$ cat config.mk
export PLATFORM = sky130hd
export DESIGN_NAME = pc_sequencer
export DESIGN_NICKNAME = d
export VERILOG_FILES = /design/src/rtl/pc_seq_pkg.sv /design/src/rtl/return_addr_stack.sv /design/src/rtl/pc_sequencer.sv
export SDC_FILE = /design/constraint.sdc
export NUM_CORES = 1
export LEC_CHECK = 0
export ABC_AREA = 1
export CELL_PAD_IN_SITES_DETAIL_PLACEMENT = 1
export CELL_PAD_IN_SITES_GLOBAL_PLACEMENT = 2
export CORE_ASPECT_RATIO = 0.5
export CORE_UTILIZATION = 25
export CTS_CLUSTER_SIZE = 20
export DETAILED_ROUTE_END_ITERATION = 8
export PLACE_DENSITY_LB_ADDON = 0.05
export SLEW_MARGIN = 10
export SYNTH_ARGS = -nofsm -noshare
export SYNTH_HDL_FRONTEND = slang
export SYNTH_SLANG_ARGS = --single-unit
$ cat constraint.sdc
create_clock -name clk -period 4.67 [get_ports clk]
set_input_delay 0.467 -clock clk [delete_from_list [all_inputs] [get_ports clk]]
set_output_delay 0.467 -clock clk [all_outputs]
set_load 0.02 [all_outputs]
$ cat src/rtl/pc_seq_pkg.sv
// pc_seq_pkg: shared state and next-PC source types for the PC sequencer
package pc_seq_pkg;
  typedef enum logic {RUN, HALTED} pc_state_t;
  typedef enum logic [2:0] {SRC_SEQ, SRC_BR, SRC_JMP, SRC_CALL, SRC_RET} pc_src_t;
endpackage

$ cat src/rtl/return_addr_stack.sv
// return_addr_stack: circular LIFO of return addresses; a push while full overwrites the oldest entry
module return_addr_stack
  import pc_seq_pkg::*;
#(
  parameter int DEPTH = 4,
  parameter int W = 5
) (
  input  logic                   clk,
  input  logic                   reset,
  input  logic                   push,
  input  logic                   pop,
  input  logic [W-1:0]           push_data,
  output logic [W-1:0]           top,
  output logic [$clog2(DEPTH):0] count,
  output logic                   overflow,
  output logic                   underflow
);
  localparam int PW = $clog2(DEPTH);
  logic [W-1:0] mem_q [DEPTH];
  logic [PW-1:0] ptr_q;
  logic [PW:0] count_q;
  logic overflow_q, underflow_q, full;
  assign full = count_q == (PW+1)'(DEPTH);
  assign top = mem_q[ptr_q - PW'(1)];
  assign count = count_q;
  assign overflow = overflow_q;
  assign underflow = underflow_q;
  // storage write; ptr_q always names the slot after the newest entry, which is the oldest one when full
  always_ff @(posedge clk) begin
    if (push) mem_q[ptr_q] <= push_data;
  end
  // pointer, occupancy and one-cycle event pulses
  always_ff @(posedge clk) begin
    if (reset) begin
      ptr_q <= '0;
      count_q <= '0;
      overflow_q <= 1'b0;
      underflow_q <= 1'b0;
    end else begin
      overflow_q <= push && full;
      underflow_q <= pop && count_q == '0;
      if (push) begin
        ptr_q <= ptr_q + PW'(1);
        if (!full) count_q <= count_q + 1'b1;
      end else if (pop && count_q != '0) begin
        ptr_q <= ptr_q - PW'(1);
        count_q <= count_q - 1'b1;
      end
    end
  end
endmodule

$ cat src/rtl/pc_sequencer.sv
// pc_sequencer: fetch-address register with prioritised next-PC select, return stack and RUN/HALTED control
module pc_sequencer
  import pc_seq_pkg::*;
#(
  parameter int          ADDR_W = 5,
  parameter int unsigned STEP = 1,
  parameter int unsigned RESET_ADDR = 0,
  parameter int          RAS_DEPTH = 4
) (
  input  logic                       clk,
  input  logic                       reset,
  input  logic                       enable,
  input  logic                       branch_taken,
  input  logic [ADDR_W-1:0]          branch_target,
  input  logic                       jump,
  input  logic                       call,
  input  logic [ADDR_W-1:0]          jump_target,
  input  logic                       ret,
  input  logic                       halt,
  input  logic                       resume,
  output logic [ADDR_W-1:0]          pc,
  output logic [ADDR_W-1:0]          pc_plus,
  output logic                       halted,
  output logic [$clog2(RAS_DEPTH):0] ras_count,
  output logic                       ras_overflow,
  output logic                       ras_underflow
);
  pc_state_t state_q, state_d;
  pc_src_t src;
  logic [ADDR_W-1:0] pc_q, pc_d, ras_top;
  logic active, push, pop;
  assign pc = pc_q;
  assign pc_plus = pc_q + ADDR_W'(STEP);
  assign halted = state_q == HALTED;
  // state and PC registers
  always_ff @(posedge clk) begin
    if (reset) begin
      state_q <= RUN;
      pc_q <= ADDR_W'(RESET_ADDR);
    end else begin
      state_q <= state_d;
      pc_q <= pc_d;
    end
  end
  // next state, next-PC select and stack control; halt in RUN suppresses every redirect
  always_comb begin
    active = state_q == RUN && !halt;
    src = ret ? SRC_RET : call ? SRC_CALL : jump ? SRC_JMP : branch_taken ? SRC_BR : SRC_SEQ;
    pop = active && src == SRC_RET;
    push = active && src == SRC_CALL;
    state_d = state_q == RUN ? (halt ? HALTED : RUN) : (resume && !halt ? RUN : HALTED);
    pc_d = !(active && (enable || src != SRC_SEQ)) ? pc_q :
           src == SRC_RET ? (ras_count != '0 ? ras_top : pc_plus) :
           (src == SRC_CALL || src == SRC_JMP) ? jump_target :
           src == SRC_BR ? branch_target : pc_plus;
  end
  return_addr_stack #(.DEPTH(RAS_DEPTH), .W(ADDR_W)) u_ras (
    .clk(clk),
    .reset(reset),
    .push(push),
    .pop(pop),
    .push_data(pc_plus),
    .top(ras_top),
    .count(ras_count),
    .overflow(ras_overflow),
    .underflow(ras_underflow)
  );
endmodule

==> out/qor.csv, run 1 <==
metric,value,unit
Max H-tree Level,2,
Cells after Synth,220,
RSZ-0062 raised after global routing,no,
layout cells sized above 1,0.0895,
"FFs w/ async S/R, synth",0,
Fin. Hold Viols,0,
Min-Delay Path Depth,1,
final setup violating endpoints,0,
Sink Count,33,
max-slew violations,0,
detailed-route via count,1529,
vias in the first global route,1527,
Skew-Pair Late Insertion Delay,0.28,ns
Reg2Reg Depth,10,
post-synth cell types,28,
worst slew pin tran,0.546,ns
first-pass GRT wire length,8290,um
largest net degree at the start of global routing,16,
WL/cell,14.6,um
critical path type,flop to output pin,
final instance area,2370,um^2
endpoint class of the critical path,output pin,
hold_sp,u_ras.count[0],
DRT Pass-1 Iters,4,
initial antenna violation count,0,
Storage cell area,861,um^2
Layout area overhead,30.6,%
number of enable flip-flop cells after synthesis,20,
Peak Freq,386,MHz
final worst path period share,0.555,
ANT cells,0,
Final Net Count,281,
Hold Crit Class,flop to flop,
Finished Layout Cells,349,
IO buf count,34,
Final Wtd Congestion,0.709,
Avg Inst Size Synth,8.24,um^2
CTS tree,done,
Detailed Route WL,5110,um
Post-CTS Setup Inserts,0,
"Seq/Total Area, Yosys",0.475,
Leak,0.966,nW
Crit Path Max Fanout,6,
R2R Path Start,u_ras.ptr_q[0],
DRC Markers,0,
Total GRT Usage,0.147,
die footprint,7620,um^2
clk root buf,clkbuf_16,
Max Buffers Root-to-Sink,2,
post-synth top area share,0.331,
Placed Cells,341,
Synth area leaders,"edfxtp_1 (33%), dfxtp_1 (14%), nand2_1 (12%)",
largest area contributor in the netlist,edfxtp_1,
"Net Count, Synth",245,
area of the core,6830,um^2
Post-Syn Area,1810,um^2
multi-input logic area,806,um^2
placed cell areas,2220,um^2
die height,62.2,um
"count leader, synth",nand2_1,
Synth top cells by count,"nand2_1 (58), nor2_1 (26), inv_1 (23)",
Vias/cell,4.38,
reg2reg setup slack,2.41,ns
filler cell count,845,
YS warnings,0,
R2R Path End,pc[1],
WHS Endpoint,u_ras.count[0],
Ports,35,
Crit path required time,4.20,ns
antenna-violating nets left,0,
FP Rows,21,
PostCTS Resize Cnt,0,
hpwl dp,3950,um
Worst-path clk slew,0.05,ns
Slew HR,0.634,
worst clock skew,0.00309,ns
Iter 0 DRT Violations,79,
flip-flop and latch count after synthesis,33,
CP Data Arrival Time,2.12,ns
status,completed,
CTS Buf Count,5,
cts hold-fix bufs,0,
setup TNS,0,ns
VDD IR max,0.000143,V
Max-Cap Viols,0,
Die X,122,um
ys flop type,edfxtp_1,
crit path launch,pc[0],
Starting Density,0.265,
Tmin final,2.59,ns
Power Density,359,nW/um^2
crit start category,flop,
GRT Residual Overflow,0,
power by group:
group | leakage (nW) | switching [mW] | total [mW] | internal, mW
clock | 0.0696 | 0.122 | 0.317 | 0.195
combinational | 0.608 | 0.115 | 0.190 | 0.0755
sequential | 0.289 | 0.0169 | 0.342 | 0.325
total | 0.966 | 0.253 | 0.849 | 0.596
sequential cells by signal, indices dropped and copies added, names as in the netlist:
signal / flops
pc: 5
u_ras.count: 3
u_ras.mem_q: 20
u_ras.overflow: 1
halted: 1
u_ras.underflow: 1
u_ras.ptr_q: 2
cell type report:
class,count,share of cell area
timing repair buffer,34,0.144
sequential,33,0.364
tap,92,0.0486
clock inverter,3,0.00740
multi-input combinational,156,0.340
clock buffer,5,0.0529
inverter,26,0.0433
routing by layer:
layer / GRT usage / vias to the layer above / wire length (um)
met4: 0.0457 / 0 / 51
met1: 0.226 / 694 / 2820
li1: - / 799 / -
met3: 0.0349 / 5 / 224
met2: 0.196 / 31 / 2010
met5: 0 / - / 0
worst max-delay path, cell delays in order, from the launching register on:
cell             delay, ns
dfxtp_1               0.43
ha_1                  0.30
nand3_1               0.12
nand2_1               0.09
nand2_1               0.09
inv_1                 0.18
clkdlybuf4s50_1       0.64
logic make-up (layout without fill, tap and decap cells):
| kind of cell | Yosys count | after routing | synth area share |
|---|---|---|---|
| fa+ha+maj | 6 | 6 | 0.0455 |
| compound gates | 28 | 28 | 0.0828 |
| buf+inv | 31 | 68 | 0.0807 |
| xor+xnor | 2 | 2 | 0.0138 |
| flops | 33 | 33 | 0.475 |
| simple gates | 120 | 120 | 0.302 |
per-stage QoR:
| step | hold WS, ns | utilization | power, mW | setup WS, ns |
|---|---|---|---|---|
| floorplan | 0.544 | - | 0.465 | 2.94 |
| global placement | 0.505 | 0.326 | 0.539 | 2.13 |
| detailed placement | 0.528 | 0.326 | 0.541 | 2.12 |
| CTS | 0.540 | 0.347 | 0.864 | 2.07 |
| global route | 0.587 | 0.347 | 0.897 | 1.94 |
| finish | 0.538 | 0.347 | 0.849 | 2.08 |
worst max-delay path by stage:
stage / to / slack, ns / cells after the start
3_5_place_dp: u_ras.count[2] / 2.12 / 8
2_1_floorplan: u_ras.count[2] / 2.94 / 8
4_1_cts: pc_plus[4] / 2.07 / 6
6_report: pc_plus[4] / 2.08 / 6
3_3_place_gp: u_ras.count[2] / 2.13 / 8
5_1_grt: pc_plus[4] / 1.94 / 6
cell usage in the layout, fill, tap and decap left out, types with 2 or more instances in the layout:
master,instances
inv_2,2
nand2_2,2
nor2_4,3
clkdlybuf4s50_1,34
dfxtp_1,13
nand2_1,58
nor3_1,2
nor2_1,26
a21oi_1,12
o21ai_0,11
nand4_1,6
nand3_2,2
nand3_1,18
edfxtp_1,20
ha_1,5
clkinv_2,2
nand2_4,2
inv_1,23
clkbuf_16,5
(Power assumes the default switching activity.)
==> run 2: changes to the inputs <==
Clock period 4.67 ns to 2.4 ns, I/O delays scaled along.
==> run 2 against run 1 <==
Effect of this change:
- final area grew 3.5%
- largest cell class unchanged
- via count is 2.5% higher
- register-to-register slack lost 1.8 ns
- non-clock buffer count grew 8
- combinational power rose by 110%
- critical endpoint is now pc_plus[2]
- highest routed layer unchanged
- global-route usage grew 0.31 points
- cell count increased by 2.3%
==> out/qor.csv, run 2 (synthesized netlist as in run 1, its figures left out) <==
metric,value,unit,change
status,completed,,
Skew-Pair Late Insertion Delay,0.27,ns,about the same
Final Hold Slack,0.527,ns,-0.0111 ns
crit start category,flop,,
VDD IR max,0.000228,V,+60%
Layout area overhead,35.1,%,
endpoint class of the critical path,output pin,,
most frequent CP cell,nand2_1,,
first-pass GRT wire length,8520,um,+2.7%
critical path buffer and inverter count,1,,-1
final worst path period share,0.909,,
"Largest delay share family, worst path",buffers and inverters,,
ANT cells,0,,unchanged
most frequent cells in the layout,"nand2_1 (58), clkdlybuf4s50_1 (33), nor2_1 (26), inv_1 (23), edfxtp_1 (20)",,
IO buf count,34,,unchanged
Power Density,723,nW/um^2,+100%
part of the power in combinational logic,0.221,,-0.003
vias in the first global route,1584,,+3.7%
placed cell areas,2280,um^2,+2.7%
die footprint,7620,um^2,unchanged
"most common cell after layout, fill and taps aside",nand2_1,,
setup TNS,0,ns,unchanged
internal power,1.27,mW,+110%
number of flip-flops under the largest register name,20,,unchanged
CTS Buf Count,5,,unchanged
largest net degree at the start of global routing,15,,-1
DRC Markers,0,,unchanged
clock network fraction of total power,0.408,,+0.035
Max H-tree Level,2,,unchanged
Placed Cells,349,,+2.3%
Die X,122,um,unchanged
Tmin final,2.18,ns,
cts hold-fix bufs,0,,unchanged
setup ws final,0.219,ns,-1.86 ns
initial antenna violation count,0,,unchanged
Vias/cell,4.39,,+0.19%
detailed-route via count,1567,,+2.5%
max-slew violations,0,,unchanged
Sink Count,33,,unchanged
Post-CTS Setup Inserts,0,,unchanged
clk root buf,clkbuf_16,,
PostCTS Resize Cnt,0,,unchanged
Max Buffers Root-to-Sink,2,,unchanged
filler cell count,823,,-2.6%
Switching Share,0.280,,-0.0177
Total GRT Usage,0.150,,+0.00308
Hold Crit Class,flop to flop,,
FP Rows,21,,unchanged
Leak,1.03,nW,+6.8%
layout cells sized above 1,0.109,,+0.0199
die height,62.2,um,unchanged
final instance area,2450,um^2,+3.5%
antenna-violating nets left,0,,unchanged
"Power, Total",1.77,mW,+110%
reg2reg setup slack,0.59,ns,-1.82 ns
hpwl dp,3860,um,-2.4%
Slew HR,0.721,,+0.0863
DRT Pass-1 Iters,4,,unchanged
final setup violating endpoints,0,,unchanged
Place WS,0.240,ns,-1.88 ns
Crit path largest cell delay,0.65,ns,about the same
Final Wtd Congestion,0.766,,+8.1%
RSZ-0062 raised after global routing,no,,
Finished Layout Cells,357,,+2.3%
Peak Freq,458,MHz,
multi-input logic area,806,um^2,unchanged
worst clock skew,0.00337,ns,+0.000278 ns
Fin. Hold Viols,0,,unchanged
ordered cell list for the critical path,ha_1 -> nand2_1 -> nand2_1 -> clkdlybuf4s50_1,,
Crit path required time,2.16,ns,-2.04 ns
Worst path slowest cell,clkdlybuf4s50_1,,
Top reg by flops,u_ras.mem_q,,
CP Data Arrival Time,1.94,ns,-0.18 ns
Iter 0 DRT Violations,113,,+43%
Ports,35,,unchanged
NetSw,0.497,mW,+96%
Final Net Count,289,,+2.8%
Storage cell area,861,um^2,unchanged
sequential share of power,0.372,,-0.031
area of the core,6830,um^2,unchanged
WL/cell,14.4,um,-1.8%
Util after Layout,0.359,,+0.0121
Max-Cap Viols,0,,unchanged
Detailed Route WL,5130,um,+0.45%
Crit Path Max Fanout,7,,+1
CTS tree,done,,
worst slew pin tran,0.418,ns,-0.128 ns
Worst-path clk slew,0.05,ns,about the same
Starting Density,0.265,,unchanged
GRT Residual Overflow,0,,unchanged
critical path type,flop to output pin,,
[run 2: cell types whose count changed in the layout (fill, tap and decap cells not counted)]
cell             change
clkinv_2             -2
clkbuf_1             +1
clkinv_1             +1
clkinvlp_4           -1
dlymetal6s2s_1       +1
bufinv_16            +1
buf_4                +8
clkdlybuf4s50_1      -1
[run 2: area by class of cell]
type | count | area share
repair buffers | 42 | 0.164
well taps | 92 | 0.0470
clock buffers | 6 | 0.0526
inverters | 26 | 0.0419
flip-flops and latches | 33 | 0.351
clock inverters | 2 | 0.0138
multi-input cells | 156 | 0.329
[run 2: final timing paths]
kind / startpoint / end / cells after the start
setup / recovery: pc[0] / pc_plus[2] / 4
hold / removal: u_ras.count[0] / u_ras.count[0] / 1
hold reg to reg: u_ras.count[0] / u_ras.count[0] / 1
setup reg to reg: u_ras.ptr_q[1] / pc[3] / 8
[run 2: power groups by stage]
stage	sequential (mW)	clock [mW]	combinational [mW]
6_report	0.659	0.722	0.391
5_1_grt	0.663	0.778	0.436
4_1_cts	0.659	0.741	0.399
3_5_place_dp	0.671	0	0.397
3_3_place_gp	0.669	0	0.395
2_1_floorplan	0.685	0	0.221
[run 2: worst register-to-register path, delay by kind of cell, from the launching register on]
family | cells | cell delay (ns)
compound gates | 2 | 0.29
fa+ha+maj | 1 | 0.42
buf+inv | 2 | 0.29
flops | 1 | 0.38
simple gates | 3 | 0.37
[run 2: per-layer routing]
layer  global-route usage  wire (um)
met5                    0          0
met4               0.0274         31
met3               0.0469        173
met2                0.216       2100
met1                0.219       2830
==> run 3: changes to the inputs <==
Settings changed: PLACE_DENSITY from default to 0.74, PLACE_DENSITY_LB_ADDON 0.05 to default, TNS_END_PERCENT from default to 1.
==> run 3 against run 2 <==
Effect of this change:
- flip-flop and latch count unchanged
- die area unchanged
- register-to-register slack got worse by 0.14 ns
- first-iteration DRC count decreased by 50%
- utilization increased by 0.18 points
- routed wire length decreased by 6.6%
- count of clock-buffer cells in the layout decreased by 1
- combinational power decreased by 2%
- clock skew about the same
- critical path depth unchanged
- hold slack improved by 0.0099 ns
==> out/qor.csv, run 3 (synthesized netlist as in run 1, its figures left out) <==
metric,value,unit,change
Starting Density,0.265,,unchanged
area of the core,6830,um^2,unchanged
Skew-Pair Late Insertion Delay,0.28,ns,about the same
Power Density,758,nW/um^2,+4.9%
antenna-violating nets left,0,,unchanged
Final Wtd Congestion,0.748,,-2.3%
GRT Residual Overflow,0,,unchanged
setup TNS,0,ns,unchanged
Slew HR,0.734,,+0.0136
setup ws final,0.253,ns,+0.0342 ns
largest net degree at the start of global routing,15,,unchanged
Max Buffers Root-to-Sink,2,,unchanged
DRC Markers,0,,unchanged
FP Rows,21,,unchanged
Util after Layout,0.360,,+0.00183
Total GRT Usage,0.137,,-0.0135
Ports,35,,unchanged
initial antenna violation count,0,,unchanged
final worst path period share,0.895,,-0.0142
hpwl dp,3660,um,-5.1%
"Power, Total",1.87,mW,+5.4%
max-slew violations,0,,unchanged
most frequent cells in the layout,"nand2_1 (58), clkdlybuf4s50_1 (33), nor2_1 (26), inv_1 (23), edfxtp_1 (20)",,
layout cells sized above 1,0.110,,+0.000832
status,completed,,
Peak Freq,466,MHz,+1.6%
die height,62.2,um,unchanged
Top reg by flops,u_ras.mem_q,,
DRT Pass-1 Iters,4,,unchanged
CP Data Arrival Time,1.91,ns,-0.03 ns
number of flip-flops under the largest register name,20,,unchanged
Worst-path clk slew,0.05,ns,about the same
Max-Cap Viols,0,,unchanged
IO buf count,34,,unchanged
Sink Count,33,,unchanged
Die X,122,um,unchanged
first-pass GRT wire length,7760,um,-9.0%
Vias/cell,4.40,,+0.24%
Final Net Count,287,,-0.69%
Layout area overhead,35.8,%,
WL/cell,13.5,um,-6.0%
worst clock skew,0.00340,ns,+0.0000311 ns
Final Hold Slack,0.537,ns,+0.00987 ns
Hold Crit Class,flop to flop,,
critical path type,flop to output pin,,
RSZ-0062 raised after global routing,no,,
Tmin final,2.15,ns,-0.0342 ns
ANT cells,0,,unchanged
Fin. Hold Viols,0,,unchanged
endpoint class of the critical path,output pin,,
vias in the first global route,1505,,-5.0%
detailed-route via count,1562,,-0.32%
Crit path required time,2.16,ns,about the same
CTS tree,done,,
clk root buf,clkbuf_16,,
Place WS,0.245,ns,+0.00564 ns
final setup violating endpoints,0,,unchanged
"most common cell after layout, fill and taps aside",nand2_1,,
Iter 0 DRT Violations,56,,-50%
VDD IR max,0.000244,V,+7.1%
worst slew pin tran,0.398,ns,-0.0198 ns
CTS Buf Count,5,,unchanged
crit start category,flop,,
Detailed Route WL,4800,um,-6.6%
Crit Path Max Fanout,7,,unchanged
Max H-tree Level,2,,unchanged
Leak,1.04,nW,+0.58%
die footprint,7620,um^2,unchanged
[run 3: report_power, final]
part	total, mW	switching [mW]	leakage [nW]	internal, mW
Combinational	0.384	0.232	0.655	0.152
Clock	0.826	0.233	0.0938	0.592
Sequential	0.658	0.0253	0.289	0.633
Total	1.87	0.490	1.04	1.38
[run 3: repair_timing]
| item | in CTS | in global routing |
|---|---|---|
| resized for setup | 0 | 1 |
| setup buffers | 0 | 0 |
| hold buffers | 0 | 0 |
| setup endpoints to repair | 0 | 1 |
[run 3: routing by layer]
metal	global-route usage	vias to the layer above	wire length, um
met1	0.196	714	2490
met5	0	-	0
met4	0.0640	0	89
met3	0.0221	8	159
li1	-	810	-
met2	0.199	30	2060
[run 3: cell type report]
cell class	count	area (um^2)
Sequential cell	33	861
Multi-Input combinational cell	156	806
Tap cell	92	115
Clock inverter	3	65.1
Clock buffer	5	125
Timing Repair Buffer	40	388
Fill cell	826	4370
Inverter	26	103
[run 3: stage by stage]
stage                     instances  area [um^2]
final                           355         2460
after global routing            355         2460
after CTS                       355         2460
after detailed placement        347         2270
after global placement          347         2270
after floorplan                 220         1810
[run 3: worst paths after layout]
| check | from | endpoint | slack (ns) | depth (start not counted) |
|---|---|---|---|---|
| worst min-delay path | u_ras.count[0] | u_ras.count[0] | 0.54 | 1 |
| worst max-delay path | pc[0] | pc_plus[2] | 0.25 | 4 |
| worst min register to register | u_ras.count[0] | u_ras.count[0] | 0.54 | 1 |
| worst max register to register | u_ras.ptr_q[0] | pc[4] | 0.45 | 10 |
[run 3: critical path: stages, from the launching register on]
cell and delay [ns]:
dfxtp_1 0.42, ha_1 0.27, nand2_1 0.07, nand2_1 0.21, clkdlybuf4s50_1 0.66
